[src/rtl/enc_pkg.sv]
// Shared types and the quadrature step decoder for the encoder front-end.
package enc_pkg;

  typedef logic [1:0] quad_t;  // {A, B}

  typedef enum logic {INIT, RUN} enc_state_t;

  typedef struct packed {
    logic valid;    // any change between prev and cur
    logic dir;      // 1 = +1 step
    logic illegal;  // both phases changed
  } step_t;

  localparam logic [7:0] OVERRUN_MAX = 8'hFF;

  // Gray code 00,01,11,10 maps to index 0..3 as {A, A^B}; the index delta gives the step.
  function automatic step_t quad_step(input quad_t prev, input quad_t cur);
    logic [1:0] idx_prev;
    logic [1:0] idx_cur;
    logic [1:0] delta;
    step_t      s;
    idx_prev  = {prev[1], prev[1] ^ prev[0]};
    idx_cur   = {cur[1], cur[1] ^ cur[0]};
    delta     = idx_cur - idx_prev;
    s.valid   = (delta != 2'd0);
    s.dir     = (delta == 2'd1);
    s.illegal = (delta == 2'd2);
    return s;
  endfunction

endpackage

[src/rtl/phase_glitch_filter.sv]
// One encoder phase: multi-stage synchroniser followed by a consecutive-mismatch glitch filter.
module phase_glitch_filter #(
  parameter int unsigned SYNC_STAGES = 2,
  parameter int unsigned FILTER_LEN  = 4
) (
  input  logic clk_in,
  input  logic rst_n_in,
  input  logic raw_in,
  input  logic load_in,
  output logic sync_out,
  output logic filt_out
);

  localparam int unsigned CntW = (FILTER_LEN > 1) ? $clog2(FILTER_LEN) : 1;

  logic [SYNC_STAGES-1:0] sync_q;
  logic                   filt_q, filt_d;
  logic [CntW-1:0]        cnt_q, cnt_d;
  logic                   sync_bit;

  assign sync_bit = sync_q[SYNC_STAGES-1];

  always_comb begin
    filt_d = filt_q;
    cnt_d  = '0;
    if (load_in) begin
      filt_d = sync_bit;
    end else if (sync_bit != filt_q) begin
      // The FILTER_LEN-th consecutive mismatch commits the new level.
      if (cnt_q == CntW'(FILTER_LEN - 1)) begin
        filt_d = sync_bit;
      end else begin
        cnt_d = cnt_q + CntW'(1);
      end
    end
  end

  always_ff @(posedge clk_in or negedge rst_n_in) begin
    if (!rst_n_in) begin
      sync_q <= '0;
      filt_q <= 1'b0;
      cnt_q  <= '0;
    end else begin
      sync_q <= {sync_q[SYNC_STAGES-2:0], raw_in};
      filt_q <= filt_d;
      cnt_q  <= cnt_d;
    end
  end

  assign sync_out = sync_bit;
  assign filt_out = filt_q;

endmodule

[src/rtl/quadrature_encoder_irq.sv]
// Quadrature encoder front-end: filtered phases, signed position, direction, level IRQ,
// sticky illegal-transition flag and saturating overrun count.
module quadrature_encoder_irq
  import enc_pkg::*;
#(
  parameter int unsigned SYNC_STAGES = 2,
  parameter int unsigned FILTER_LEN  = 4,
  parameter int unsigned COUNT_W     = 32
) (
  input  logic               clk_in,
  input  logic               rst_n_in,
  input  logic               EncPhA_in,
  input  logic               EncPhB_in,
  input  logic               irq_ack_in,
  input  logic               count_clr_in,
  output logic [COUNT_W-1:0] position_out,
  output logic               direction_out,
  output logic               irq_out,
  output logic               error_out,
  output logic [7:0]         overrun_out,
  output logic               filtA_out,
  output logic               filtB_out
);

  localparam int unsigned InitLen = SYNC_STAGES + FILTER_LEN;
  localparam int unsigned InitW   = $clog2(InitLen + 1);

  enc_state_t state_q, state_d;
  logic [InitW-1:0] init_cnt_q, init_cnt_d;
  logic init_done, init_load, run_en;

  quad_t sync_pair, filt_pair, prev_q, prev_d;
  step_t step;

  logic [COUNT_W-1:0] position_q, position_d;
  logic               direction_q, direction_d;
  logic               irq_q, irq_d;
  logic               error_q, error_d;
  logic [7:0]         overrun_q, overrun_d;

  phase_glitch_filter #(
    .SYNC_STAGES(SYNC_STAGES),
    .FILTER_LEN (FILTER_LEN)
  ) u_filt_a (
    .clk_in  (clk_in),
    .rst_n_in(rst_n_in),
    .raw_in  (EncPhA_in),
    .load_in (init_load),
    .sync_out(sync_pair[1]),
    .filt_out(filt_pair[1])
  );

  phase_glitch_filter #(
    .SYNC_STAGES(SYNC_STAGES),
    .FILTER_LEN (FILTER_LEN)
  ) u_filt_b (
    .clk_in  (clk_in),
    .rst_n_in(rst_n_in),
    .raw_in  (EncPhB_in),
    .load_in (init_load),
    .sync_out(sync_pair[0]),
    .filt_out(filt_pair[0])
  );

  assign init_done = (init_cnt_q == InitW'(InitLen - 1));

  always_ff @(posedge clk_in or negedge rst_n_in) begin
    if (!rst_n_in) begin
      state_q <= INIT;
    end else begin
      state_q <= state_d;
    end
  end

  always_comb begin
    state_d = state_q;
    unique case (state_q)
      INIT:    if (init_done) state_d = RUN;
      RUN:     state_d = RUN;
      default: state_d = INIT;
    endcase
  end

  always_comb begin
    init_load = (state_q == INIT);
    run_en    = (state_q == RUN);
  end

  always_comb begin
    init_cnt_d = init_cnt_q;
    if (init_load && !init_done) init_cnt_d = init_cnt_q + InitW'(1);

    step = quad_step(prev_q, filt_pair);
    if (!run_en) step = '0;
    // During INIT the filters load the synchronisers, so track that same pair.
    prev_d = init_load ? sync_pair : filt_pair;

    position_d  = position_q;
    direction_d = direction_q;
    error_d     = error_q;
    overrun_d   = overrun_q;
    irq_d       = irq_q;

    if (step.valid && !step.illegal) begin
      position_d  = step.dir ? position_q + COUNT_W'(1) : position_q - COUNT_W'(1);
      direction_d = step.dir;
    end
    if (step.illegal) error_d = 1'b1;

    // A new event beats a same-cycle acknowledge.
    if (step.valid) begin
      irq_d = 1'b1;
    end else if (irq_ack_in) begin
      irq_d = 1'b0;
    end

    if (step.valid && irq_q && !irq_ack_in && (overrun_q != OVERRUN_MAX)) begin
      overrun_d = overrun_q + 8'd1;
    end

    if (count_clr_in) begin
      position_d = '0;
      error_d    = 1'b0;
      overrun_d  = '0;
    end
  end

  always_ff @(posedge clk_in or negedge rst_n_in) begin
    if (!rst_n_in) begin
      init_cnt_q  <= '0;
      prev_q      <= '0;
      position_q  <= '0;
      direction_q <= 1'b0;
      irq_q       <= 1'b0;
      error_q     <= 1'b0;
      overrun_q   <= '0;
    end else begin
      init_cnt_q  <= init_cnt_d;
      prev_q      <= prev_d;
      position_q  <= position_d;
      direction_q <= direction_d;
      irq_q       <= irq_d;
      error_q     <= error_d;
      overrun_q   <= overrun_d;
    end
  end

  assign position_out  = position_q;
  assign direction_out = direction_q;
  assign irq_out       = irq_q;
  assign error_out     = error_q;
  assign overrun_out   = overrun_q;
  assign filtA_out     = filt_pair[1];
  assign filtB_out     = filt_pair[0];

endmodule

[config.mk]
export PLATFORM = sky130hd
export DESIGN_NAME = quadrature_encoder_irq
export DESIGN_NICKNAME = d
export VERILOG_FILES = /design/src/rtl/enc_pkg.sv /design/src/rtl/phase_glitch_filter.sv /design/src/rtl/quadrature_encoder_irq.sv
export SDC_FILE = /design/constraint.sdc
export NUM_CORES = 1
export LEC_CHECK = 0
export CAP_MARGIN = 20
export CORE_UTILIZATION = 61
export DETAILED_ROUTE_END_ITERATION = 10
export GPL_TIMING_DRIVEN = 1
export PLACE_DENSITY = 0.86
export SYNTH_ARGS = -nofsm -noshare
export SYNTH_HDL_FRONTEND = slang
export SYNTH_SLANG_ARGS = --single-unit
[constraint.sdc]
create_clock -name clk_in -period 7.63 [get_ports clk_in]
set_input_delay 1.526 -clock clk_in [delete_from_list [all_inputs] [get_ports clk_in]]
set_output_delay 1.526 -clock clk_in [all_outputs]
set_load 0.01 [all_outputs]
# Word level (Yosys, flattened, before mapping)
# Cells that the tools add are included.
[word_totals]
ff_bits = 59
word_cells = 76
[op_classes]
addsub = 7
n_eq_ne = 12
n_mux = 25
bitwise = 3
n_reduce_logical = 15
[ops]
columns = ["cell", "count"]
rows = [
  ["32-bit 2-to-1 mux", 3],
  ["32-bit by 1-bit adder with 32-bit output (second input constant)", 1],
  ["32-bit by 1-bit subtractor with 32-bit output (second input constant)", 1],
  ["8-bit 2-to-1 mux", 2],
  ["2-bit 2-to-1 mux", 7],
  ["1-bit 2-to-1 mux", 11],
  ["2-bit nonzero test", 5],
  ["8-bit by 1-bit adder with 8-bit output (second input constant)", 1],
  ["2-bit by 1-bit != test with 1-bit output (second input constant)", 4],
  ["8-bit != test (second input constant)", 1],
  ["2-bit equality test (second input constant)", 3],
  ["1-bit logical AND", 5],
  ["2-bit by 1-bit adder with 2-bit output (second input constant)", 2],
  ["2-bit AND reduction", 2],
  ["3-bit by 1-bit adder with 3-bit output (second input constant)", 1],
  ["3-bit equality test (second input constant)", 1],
  ["1-bit logical NOT", 3],
  ["3-bit 2-to-1 mux", 1],
  ["2-bit by 1-bit equality test with 1-bit output (second input constant)", 1],
  ["1-bit != test", 2],
  ["1-bit case mux with 2 select lines", 1],
  ["2-bit subtractor", 1],
  ["1-bit XOR", 2],
  ["1-bit NOT", 1],
]

# Longest topological paths before layout
# Gate-level depths: netlist (run 1).
[depth]
ltp_word = 9
ltp_mapped = 18

# Hierarchy
# From an unflattened synthesis (run 1), not the netlist that was laid out.
[unflattened]
cells_unflattened = 451
hier_area_um2 = 4051.4
[modules_own_cells]
columns = ["module", "instances", "cells_each", "area_each_um2"]
rows = [
  ["quadrature_encoder_irq", 1, 429, 3701.0],
  ["phase_glitch_filter", 2, 11, 175.2],
]

# Worst setup path after synthesis (run 1)
# No wires, ideal clock.
[synth_path]
path_type = "register to register"
from = "register u_filt_a.filt_q (netlist: u_filt_a.filt_out)"
to = "register position_q[27] (netlist: position_out[27])"
setup_ns = 0.124
t_arrival_ns = 4.949
t_required_ns = 7.506
path_slack_ns = 2.558
path_stages_with_launch = 19
n_path_buf = 5
period_less_slack_ns = 5.072
path_cell_list = "dfrtp_1 clkbuf_1 xnor2_1 ha_1 nor2b_1 clkbuf_1 clkbuf_1 nand2_1 ha_1 buf_6 a21oi_4 o21ai_2 or4b_4 nand2_2 nor4_1 or3_1 buf_2 a211o_1 a211o_1"
[synth_via]
elab_chain_len = 7
elab_cells_between_ends = 12
[synth_lines]
columns = ["element", "line", "text"]
rows = [
  ["start, declared", "phase_glitch_filter.sv:17", "logic filt_q, filt_d;"],
  ["start signal, assigned", "phase_glitch_filter.sv:45", "filt_q <= filt_d;"],
  ["1-bit XOR", "enc_pkg.sv:23", "idx_cur = {cur[1], cur[1] ^ cur[0]};"],
  ["2-bit subtractor *", "enc_pkg.sv:24", "delta = idx_cur - idx_prev;"],
  ["2-bit by 1-bit equality test with 1-bit output / 2-bit equality test (equally long branches)", "enc_pkg.sv:26, enc_pkg.sv:27", ""],
  ["3-bit 2-to-1 mux *", "quadrature_encoder_irq.sv:94", "if (!run_en) step = '0;"],
  ["32-bit 2-to-1 mux / 1-bit logical NOT (equally long branches)", "quadrature_encoder_irq.sv:105, quadrature_encoder_irq.sv:104", ""],
  ["32-bit 2-to-1 mux / 1-bit logical AND (equally long branches)", "quadrature_encoder_irq.sv:104", "if (step.valid && !step.illegal) begin"],
  ["32-bit 2-to-1 mux / 2-bit nonzero test (equally long branches)", "--", ""],
  ["end signal, assigned", "quadrature_encoder_irq.sv:140", "position_q <= position_d;"],
  ["end, declared", "quadrature_encoder_irq.sv:35", "logic [COUNT_W-1:0] position_q, position_d;"],
]
# Mark *: on every way between the ends. The rest lies on a longest branch, timed or not. The select of a mux whose other input is x is not followed.
# A chain may end at the register's enable or synchronous reset.

# Worst setup path after layout (run 1)
[layout_path]
from = "register u_filt_a.filt_q (netlist: u_filt_a.filt_out)"
to = "register position_q[31] (netlist: position_out[31])"
# The elaborated chain is that of the path after synthesis.

==> results of run 1 <==
==> metrics by stage <==
stage / instances / setup slack (ns)
after floorplan: 483 / 2.56
after global placement: 591 / 2.34
after detailed placement: 591 / 1.97
after CTS: 607 / 1.94
after global routing: 608 / 2.22
final: 608 / 2.63
==> state kept, by name, indices dropped and copies added, names as in the netlist, 2 cells and up <==
register	cells
position_out	32
overrun_out	8
init_cnt_q	3
prev_q	2
u_filt_a.cnt_q	2
u_filt_a.sync_q	2
u_filt_b.cnt_q	2
u_filt_b.sync_q	2
==> routing by layer <==
layer / vias up / track usage / share of wire
met2: 134 / 0.476 / 0.47
met4: 0 / 0.102 / 0.014
met3: 19 / 0.0691 / 0.062
met1: 1852 / 0.394 / 0.45
met5: - / 0 / 0
li1: 1836 / - / -
==> synth_stat cells (4+ instances only) <==
cell type / instances
o21ai_0: 22
nor2b_1: 4
a21oi_1: 48
inv_1: 13
xnor2_1: 19
a21o_1: 13
a211o_1: 4
mux2_2: 4
or3_1: 6
nand3_1: 24
clkbuf_1: 23
ha_1: 43
a211oi_1: 4
nor2_1: 22
nand2_1: 62
and3_1: 10
xor2_1: 11
nand4_1: 10
a31oi_1: 9
nor3_1: 12
nor4b_1: 4
dfrtp_1: 59
nand2b_1: 5
==> worst register-to-register path, stage by stage, from the launching register on <==
cell,delay (ns)
dfrtp_1,0.47
xnor2_1,0.18
ha_1,0.36
nor2b_2,0.43
buf_16,0.22
nand2_1,0.45
buf_4,0.42
ha_1,0.41
a21oi_1,0.28
o211ai_1,0.15
or3b_2,0.45
o21ai_0,0.08
a21oi_1,0.11
a2111oi_0,0.61
o21ai_0,0.20
o31ai_1,0.10
==> path summary, 6_finish.rpt <==
kind                                          from                 end  slack (ns)  cells after the start
worst max register to register   u_filt_a.filt_out    position_out[31]        2.63                     15
min in group asynchronous                 rst_n_in    position_out[28]        1.30                      2
max in group asynchronous                 rst_n_in    position_out[19]        5.79                      2
worst max-delay path             u_filt_a.filt_out    position_out[31]        2.63                     15
worst min-delay path            u_filt_a.sync_q[0]  u_filt_a.sync_q[1]        0.35                      0
worst min register to register  u_filt_a.sync_q[0]  u_filt_a.sync_q[1]        0.35                      0
==> kinds of logic (layout without fill, tap and decap cells) <==
group           Yosys count  after routing  share of synthesized area
xor+xnor                 31             31                     0.0672
buf+inv                  39             84                     0.0366
compound gates          132            132                      0.201
fa+ha+maj                44             44                      0.132
simple gates            172            172                      0.200
flops                    59             59                      0.348
mux                       6              6                     0.0153
==> layout make-up <==
type | instances | area (sq um) | area share
well taps | 80 | 100 | 0.0200
multi-input cells | 385 | 2610 | 0.523
flip-flops and latches | 59 | 1480 | 0.295
inverters | 13 | 48.8 | 0.00976
clock inverters | 7 | 83.8 | 0.0168
repair buffers | 55 | 553 | 0.111
clock buffers | 9 | 124 | 0.0248
==> results.json, run 1 <==
{
  "status": "completed",
  "synth_seq_area_share": 0.348,
  "nNetsFinal": 573,
  "drt_iter0_markers": 399,
  "syn_to_final_growth_pct": 17.8,
  "die_width_um": 85.4,
  "antenna_cells": 0,
  "post_cts_buffers": 0,
  "clk_pin_slew_ns": 0.08,
  "finalHoldViolations": 0,
  "dp_hpwl_um": 6710,
  "dieArea_sq_mm": 0.00729,
  "place_area_sq_mm": 0.00476,
  "ctsResizeCount": 0,
  "rows": 30,
  "cts_max_level": 3,
  "skew_ns": 0.0106,
  "max-clock-path-buffers": 2,
  "postRouteAntennaNets": 0,
  "cts_tree": "built",
  "grt_max_degree": 60,
  "route.detailed.drc": 0,
  "synth_nets": 533,
  "crit_chain": "xnor2_1, ha_1, nor2b_2, buf_16, nand2_1, buf_4, ha_1, a21oi_1, o211ai_1, or3b_2, o21ai_0, a21oi_1, a2111oi_0, o21ai_0, o31ai_1",
  "finalCritPeriodShare": 0.656,
  "dr_total_vias": 3841,
  "overflow": 0,
  "cap_violations": 0,
  "yosysWarnings": 0,
  "crit_type": "reg -> reg",
  "worst_pin_slew_ns": 0.768,
  "final-setup-viol-count": 0,
  "cp_num_buf_inv": 2,
  "synth_top_area_cell": "dfrtp_1",
  "viasPerCell": 6.32,
  "clockRootBuffer": "clkbuf_8",
  "gp_congestion": 0.937,
  "synth_area_per_cell_sq_um": 8.78,
  "numClockSinks": 59,
  "finalMaxSlewViolations": 0,
  "clkLatencyLatePin_ns": 0.36,
  "grt_usage": 0.296,
  "layout_commonest_cell": "nand2_1",
  "ios": 51,
  "layout-drive-gt1-share": 0.0701,
  "drt-pass1-iter-count": 5,
  "fill_cells": 476,
  "critPathCaptureType": "flop",
  "ys_types": 57,
  "postLayoutCoreUtil": 0.740,
  "grt_setup_unrepaired": "no",
  "portBuffers": 50,
  "critPathMaxFanout": 22,
  "syn_area_sq_mm": 0.00424,
  "design_area_sq_mm": 0.00500,
  "wl_um": 10200,
  "worstHoldPathType": "reg -> reg",
  "coreArea_sq_mm": 0.00676,
  "fin_crit_ns": 5.00,
  "antenna_found_initial": 0,
  "layout_common_cells": "62 x nand2_1, 59 x dfrtp_1, 49 x clkdlybuf4s50_1",
  "grt_pass1_wl_um": 17200,
  "start_util": 0.628,
  "start_kind": "flop",
  "syn_inst": 483,
  "grt_pass1_vias": 3741,
  "hold_ws_ns": 0.353,
  "ys_seq_elements": 59,
  "critPathArrivalTime_ns": 5.27,
  "critPathTopFamily": "compound AO/OA/AOI/OAI gates",
  "die_h_um": 85.4,
  "setup_tns_ns": 0,
  "max_slew_margin": 0.488,
  "synth-edff-count": 0,
  "maxClockFrequency_mhz": 200,
  "synth_top_area_share": 0.348,
  "crit_required_ns": 7.90,
  "cts_hold_buf": 0,
  "ys.flop_type": "dfrtp_1",
  "cts-buffers-inserted": 9,
  "crit_path_top_delay_cell": "a2111oi_0",
  "post_drt_wl_per_cell_um": 16.8,
  "synth_area_leaders": "dfrtp_1 35%, ha_1 13%, a21oi_1 5.7%",
  "slowest_delay_ns": 0.61,
  "async_flop_share": 1.00
}
Power of run 1 is not shown: default switching activity piles up to over one toggle a cycle in this logic, so the estimate is an artifact.
==> run 2, diff against run 1 <==
--- a/config.mk
+++ b/config.mk
@@ -6,10 +6,10 @@
 export NUM_CORES = 1
 export LEC_CHECK = 0
 export CAP_MARGIN = 20
-export CORE_UTILIZATION = 61
+export CORE_UTILIZATION = 57
 export DETAILED_ROUTE_END_ITERATION = 10
 export GPL_TIMING_DRIVEN = 1
-export PLACE_DENSITY = 0.86
+export PLACE_DENSITY = 0.81
 export SYNTH_ARGS = -nofsm -noshare
 export SYNTH_HDL_FRONTEND = slang
 export SYNTH_SLANG_ARGS = --single-unit
==> constraint.sdc (replaced) <==
create_clock -name clk_in -period 4.93 [get_ports clk_in]
set_input_delay 0.986 -clock clk_in [delete_from_list [all_inputs] [get_ports clk_in]]
set_output_delay 0.986 -clock clk_in [all_outputs]
set_load 0.01 [all_outputs]
==> run 2 against run 1 <==
Net effect: clock skew increased by 0.0016 ns; die area up 6.8%; hold slack worse by 0.0013 ns; sequential cell count unchanged; design area is essentially flat; count of clock-buffer cells in the layout unchanged; non-clock buffer count down 1; final cell count is 3.0% higher; via count fell by 1.5%; setup slack lost 2.1 ns; first-iteration DRC count is 37% lower; critical endpoint is now position_out[27]; largest cell class unchanged.
==> results.json, run 2 (synthesis gave the netlist of run 1 again) <==
{
  "status": "completed",
  "critPathMaxFanout": 27,
  "worst_pin_slew_ns": 0.975,
  "wl_um": 9760,
  "final-setup-viol-count": 0,
  "post_drt_wl_per_cell_um": 15.6,
  "min_from": "u_filt_a.sync_q[0]",
  "clkLatencyLatePin_ns": 0.34,
  "critPathArrivalTime_ns": 4.60,
  "crit-reg2reg-capture": "position_out[27]",
  "grt_pass1_vias": 3594,
  "finalMaxSlewViolations": 0,
  "clk_pin_slew_ns": 0.08,
  "setup_tns_ns": 0,
  "max_slew_margin": 0.350,
  "critPathTopFamily": "simple AND/OR/NAND/NOR gates",
  "regToRegSetupSlack_ns": 0.56,
  "cap_violations": 0,
  "worstHoldPathType": "reg -> reg",
  "ctsResizeCount": 0,
  "numClockSinks": 59,
  "cts_hold_buf": 0,
  "route.detailed.drc": 0,
  "layout_commonest_cell": "nand2_1",
  "drt_iter0_markers": 252,
  "grt_max_degree": 60,
  "crit_type": "reg -> reg",
  "finalHoldViolations": 0,
  "min_path_cells": 0,
  "fill_cells": 596,
  "hold_ws_ns": 0.352,
  "skew_ns": 0.0122,
  "die_h_um": 88.3,
  "antenna_cells": 0,
  "crit_required_ns": 5.16,
  "portBuffers": 50,
  "coreArea_sq_mm": 0.00721,
  "grt_pass1_wl_um": 16500,
  "nNetsFinal": 572,
  "grt_setup_unrepaired": "no",
  "start_util": 0.588,
  "timing.rr.start": "u_filt_a.filt_out",
  "largest_reg_flops": 32,
  "clockRootBuffer": "clkbuf_8",
  "gp_congestion": 0.914,
  "die_width_um": 88.3,
  "crit_path_top_delay_cell": "ha_1",
  "cp_num_buf_inv": 0,
  "postRouteAntennaNets": 0,
  "layout-drive-gt1-share": 0.0721,
  "postLayoutCoreUtil": 0.693,
  "layout_common_cells": "61 x nand2_1, 59 x dfrtp_1, 49 x clkdlybuf4s50_1",
  "antenna_found_initial": 0,
  "rows": 31,
  "max-clock-path-buffers": 2,
  "grt_usage": 0.269,
  "dp_hpwl_um": 6810,
  "syn_to_final_growth_pct": 17.8,
  "slowest_delay_ns": 0.56,
  "crit_chain": "xnor2_1, ha_1, xnor3_1, nand2_2, ha_1, a21oi_4, o21ai_2, or4b_4, nand2_2, nor4_1, or3_1, a211o_1, a211o_1",
  "critPathCaptureType": "flop",
  "cts_max_level": 3,
  "cts_tree": "built",
  "dieArea_sq_mm": 0.00779,
  "fin_crit_ns": 4.37,
  "overflow": 0,
  "worstRegToRegCells": 13,
  "ios": 51,
  "post_cts_buffers": 0,
  "viasPerCell": 6.05,
  "cts-buffers-inserted": 9,
  "drt-pass1-iter-count": 5,
  "hold_end": "u_filt_a.sync_q[1]",
  "maxClockFrequency_mhz": 229,
  "start_kind": "flop",
  "place_inst": 610,
  "dr_total_vias": 3785,
  "finalCritPeriodShare": 0.886,
  "instances_no_fill": 626
}
## run 2: how the worst max path moves through the flow
stage / from / slack [ns] / depth (start not counted) / endpoint
after floorplan: u_filt_a.filt_out / 0.23 / 18 / position_out[27]
after global placement: u_filt_a.filt_out / 0.77 / 13 / position_out[27]
after detailed placement: u_filt_a.filt_out / 0.63 / 13 / position_out[27]
after CTS: u_filt_a.filt_out / 0.59 / 13 / position_out[27]
after global routing: u_filt_a.filt_out / 0.37 / 13 / position_out[27]
final: u_filt_a.filt_out / 0.56 / 13 / position_out[27]
## run 2: metal layers
layer	part of all wire	track usage
met5	0	0
met4	0.021	0.0865
met3	0.049	0.0560
met2	0.48	0.448
met1	0.45	0.351
## run 2: worst register-to-register path, cell delays in order, from the launching register on
cell and delay (ns):
dfrtp_1 0.47, xnor2_1 0.18, ha_1 0.22, xnor3_1 0.33
nand2_2 0.41, ha_1 0.57, a21oi_4 0.18, o21ai_2 0.08
or4b_4 0.55, nand2_2 0.10, nor4_1 0.07, or3_1 0.51
a211o_1 0.34, a211o_1 0.26
## run 2: per-stage QoR
| stage | cell area, sq um | worst slack (ns) |
|---|---|---|
| 2_1_floorplan | 4250 | 0.226 |
| 3_3_place_gp | 4790 | 0.772 |
| 3_5_place_dp | 4790 | 0.632 |
| 4_1_cts | 5000 | 0.590 |
| 5_1_grt | 5000 | 0.366 |
| 6_report | 5000 | 0.563 |
## run 2: area by class of cell
class	instances	area [sq um]	area share
inverters	13	48.8	0.00976
repair buffers	54	526	0.105
flip-flops and latches	59	1480	0.295
multi-input cells	385	2620	0.524
clock buffers	9	124	0.0248
well taps	99	124	0.0248
clock inverters	7	81.3	0.0163
Power of run 2 is left out for the same reason.
==> run 3, diff against run 2 <==
--- a/config.mk
+++ b/config.mk
@@ -6,10 +6,9 @@
 export NUM_CORES = 1
 export LEC_CHECK = 0
 export CAP_MARGIN = 20
-export CORE_UTILIZATION = 57
+export CORE_UTILIZATION = 36
 export DETAILED_ROUTE_END_ITERATION = 10
 export GPL_TIMING_DRIVEN = 1
-export PLACE_DENSITY = 0.81
 export SYNTH_ARGS = -nofsm -noshare
 export SYNTH_HDL_FRONTEND = slang
 export SYNTH_SLANG_ARGS = --single-unit
==> run 3 against run 2 <==
Net effect: design area is 3.0% higher; sequential cell count stayed put; hold slack worse by 0.0056 ns; maximum frequency is 0.35% lower; global-route usage is 9.0 points lower; setup slack worse by 0.015 ns; count of clock-buffer cells in the layout stayed put; clock skew is 0.0030 ns lower; highest routed layer unchanged.
==> results.json, run 3 (synthesis gave the netlist of run 1 again) <==
{
  "multi_input_area_sq_mm": 0.00262,
  "min_path_cells": 0,
  "finalMaxSlewViolations": 0,
  "skew_ns": 0.00912,
  "timing.rr.start": "u_filt_a.filt_out",
  "die_width_um": 111,
  "place_inst": 655,
  "grt_max_degree": 53,
  "final-setup-viol-count": 0,
  "nNetsFinal": 573,
  "coreArea_sq_mm": 0.0115,
  "grt_usage": 0.178,
  "clk_pin_slew_ns": 0.06,
  "pre_cts_ws_ns": 0.535,
  "met2_length_um": 4860,
  "post_cts_buffers": 0,
  "critPathCaptureType": "flop",
  "max_slew_margin": 0.479,
  "dieArea_sq_mm": 0.0122,
  "top_layer_used": "met4",
  "postRouteAntennaNets": 0,
  "start_util": 0.370,
  "drt-pass1-iter-count": 4,
  "portBuffers": 50,
  "finalCritPeriodShare": 0.889,
  "largest_reg_flops": 32,
  "finalHoldViolations": 0,
  "cts_max_level": 3,
  "numClockSinks": 59,
  "route.detailed.drc": 0,
  "worstHoldPathType": "reg -> reg",
  "wl_um": 10500,
  "setup_tns_ns": 0,
  "overflow": 0,
  "grt_setup_unrepaired": "no",
  "cts-buffers-inserted": 9,
  "min_from": "u_filt_b.sync_q[0]",
  "worstRegToRegCells": 13,
  "status": "completed",
  "clkLatencyLatePin_ns": 0.34,
  "antenna_cells": 0,
  "hold_ws_ns": 0.346,
  "regToRegSetupSlack_ns": 0.55,
  "dr_total_vias": 3734,
  "drt_iter0_markers": 207,
  "maxClockFrequency_mhz": 228,
  "dp_hpwl_um": 7210,
  "max-clock-path-buffers": 2,
  "hold_end": "u_filt_b.sync_q[1]",
  "ios": 51,
  "cap_violations": 0,
  "critPathMaxFanout": 32,
  "critPathArrivalTime_ns": 4.61,
  "cts_tree": "built",
  "gp_congestion": 0.844,
  "fill_cells": 1096,
  "timing.final.ws_setup_ns": 0.547,
  "instances_no_fill": 670,
  "clockRootBuffer": "clkbuf_16",
  "fin_crit_ns": 4.38,
  "layout_common_cells": "61 x nand2_1, 59 x dfrtp_1, 49 x clkdlybuf4s50_1",
  "rows": 39,
  "crit_required_ns": 5.15,
  "grt_pass1_wl_um": 17800,
  "grt_pass1_vias": 3635,
  "layout_commonest_cell": "nand2_1",
  "antenna_found_initial": 0,
  "cts_hold_buf": 0,
  "viasPerCell": 5.57,
  "met3WireLength_um": 548,
  "worst_pin_slew_ns": 0.772,
  "die_h_um": 111,
  "post_drt_wl_per_cell_um": 15.6,
  "start_kind": "flop",
  "seq_area_sq_mm": 0.00148,
  "syn_to_final_growth_pct": 21.3,
  "met1_length_um": 4930,
  "crit-reg2reg-capture": "position_out[27]",
  "crit_type": "reg -> reg",
  "layout-drive-gt1-share": 0.0721,
  "ctsResizeCount": 0
}
## run 3: cell count changes in the layout (fill, tap and decap cells not counted)
| cell | delta |
|---|---|
| clkbuf_8 | -9 |
| inv_6 | -3 |
| clkinv_4 | -1 |
| clkinvlp_4 | +2 |
| clkinv_2 | +1 |
| buf_4 | +1 |
| clkbuf_16 | +9 |
## run 3: how the worst max path moves through the flow
stage / startpoint / to / slack [ns] / cells after the start
after global routing: u_filt_a.filt_out / position_out[26] / 0.19 / 13
after CTS: u_filt_a.filt_out / position_out[27] / 0.52 / 13
after global placement: u_filt_a.filt_out / position_out[27] / 0.67 / 13
after detailed placement: u_filt_a.filt_out / position_out[27] / 0.53 / 13
final: u_filt_a.filt_out / position_out[27] / 0.55 / 13
after floorplan: u_filt_a.filt_out / position_out[27] / 0.23 / 18
## run 3: area by class of cell
class	instances	area share
Multi-Input combinational cell	385	0.509
Clock buffer	9	0.0438
Timing Repair Buffer	55	0.104
Inverter	13	0.00948
Sequential cell	59	0.287
Clock inverter	6	0.0129
Tap cell	143	0.0348
## run 3: metrics by stage
stage / utilization / cell area (sq um)
2_1_floorplan: - / 4250
3_5_place_dp: 0.423 / 4860
5_1_grt: 0.449 / 5150
6_report: 0.449 / 5150
3_3_place_gp: 0.423 / 4860
4_1_cts: 0.449 / 5150
## run 3: per-layer routing
| layer | global-route usage | up-vias |
|---|---|---|
| met4 | 0.0613 | 0 |
| met3 | 0.0439 | 14 |
| li1 | - | 1849 |
| met2 | 0.287 | 90 |
| met5 | 0 | - |
| met1 | 0.233 | 1781 |
## run 3: critical path: stages (launching register included)
cell and delay [ns]:
dfrtp_1 0.46, xnor2_1 0.17, ha_1 0.21, xnor3_1 0.36, nand2_2 0.45, ha_1 0.59, a21oi_4 0.19, o21ai_2 0.08
or4b_4 0.55, nand2_2 0.09, nor4_1 0.05, or3_1 0.48, a211o_1 0.33, a211o_1 0.25
Power of run 3 is left out for the same reason.
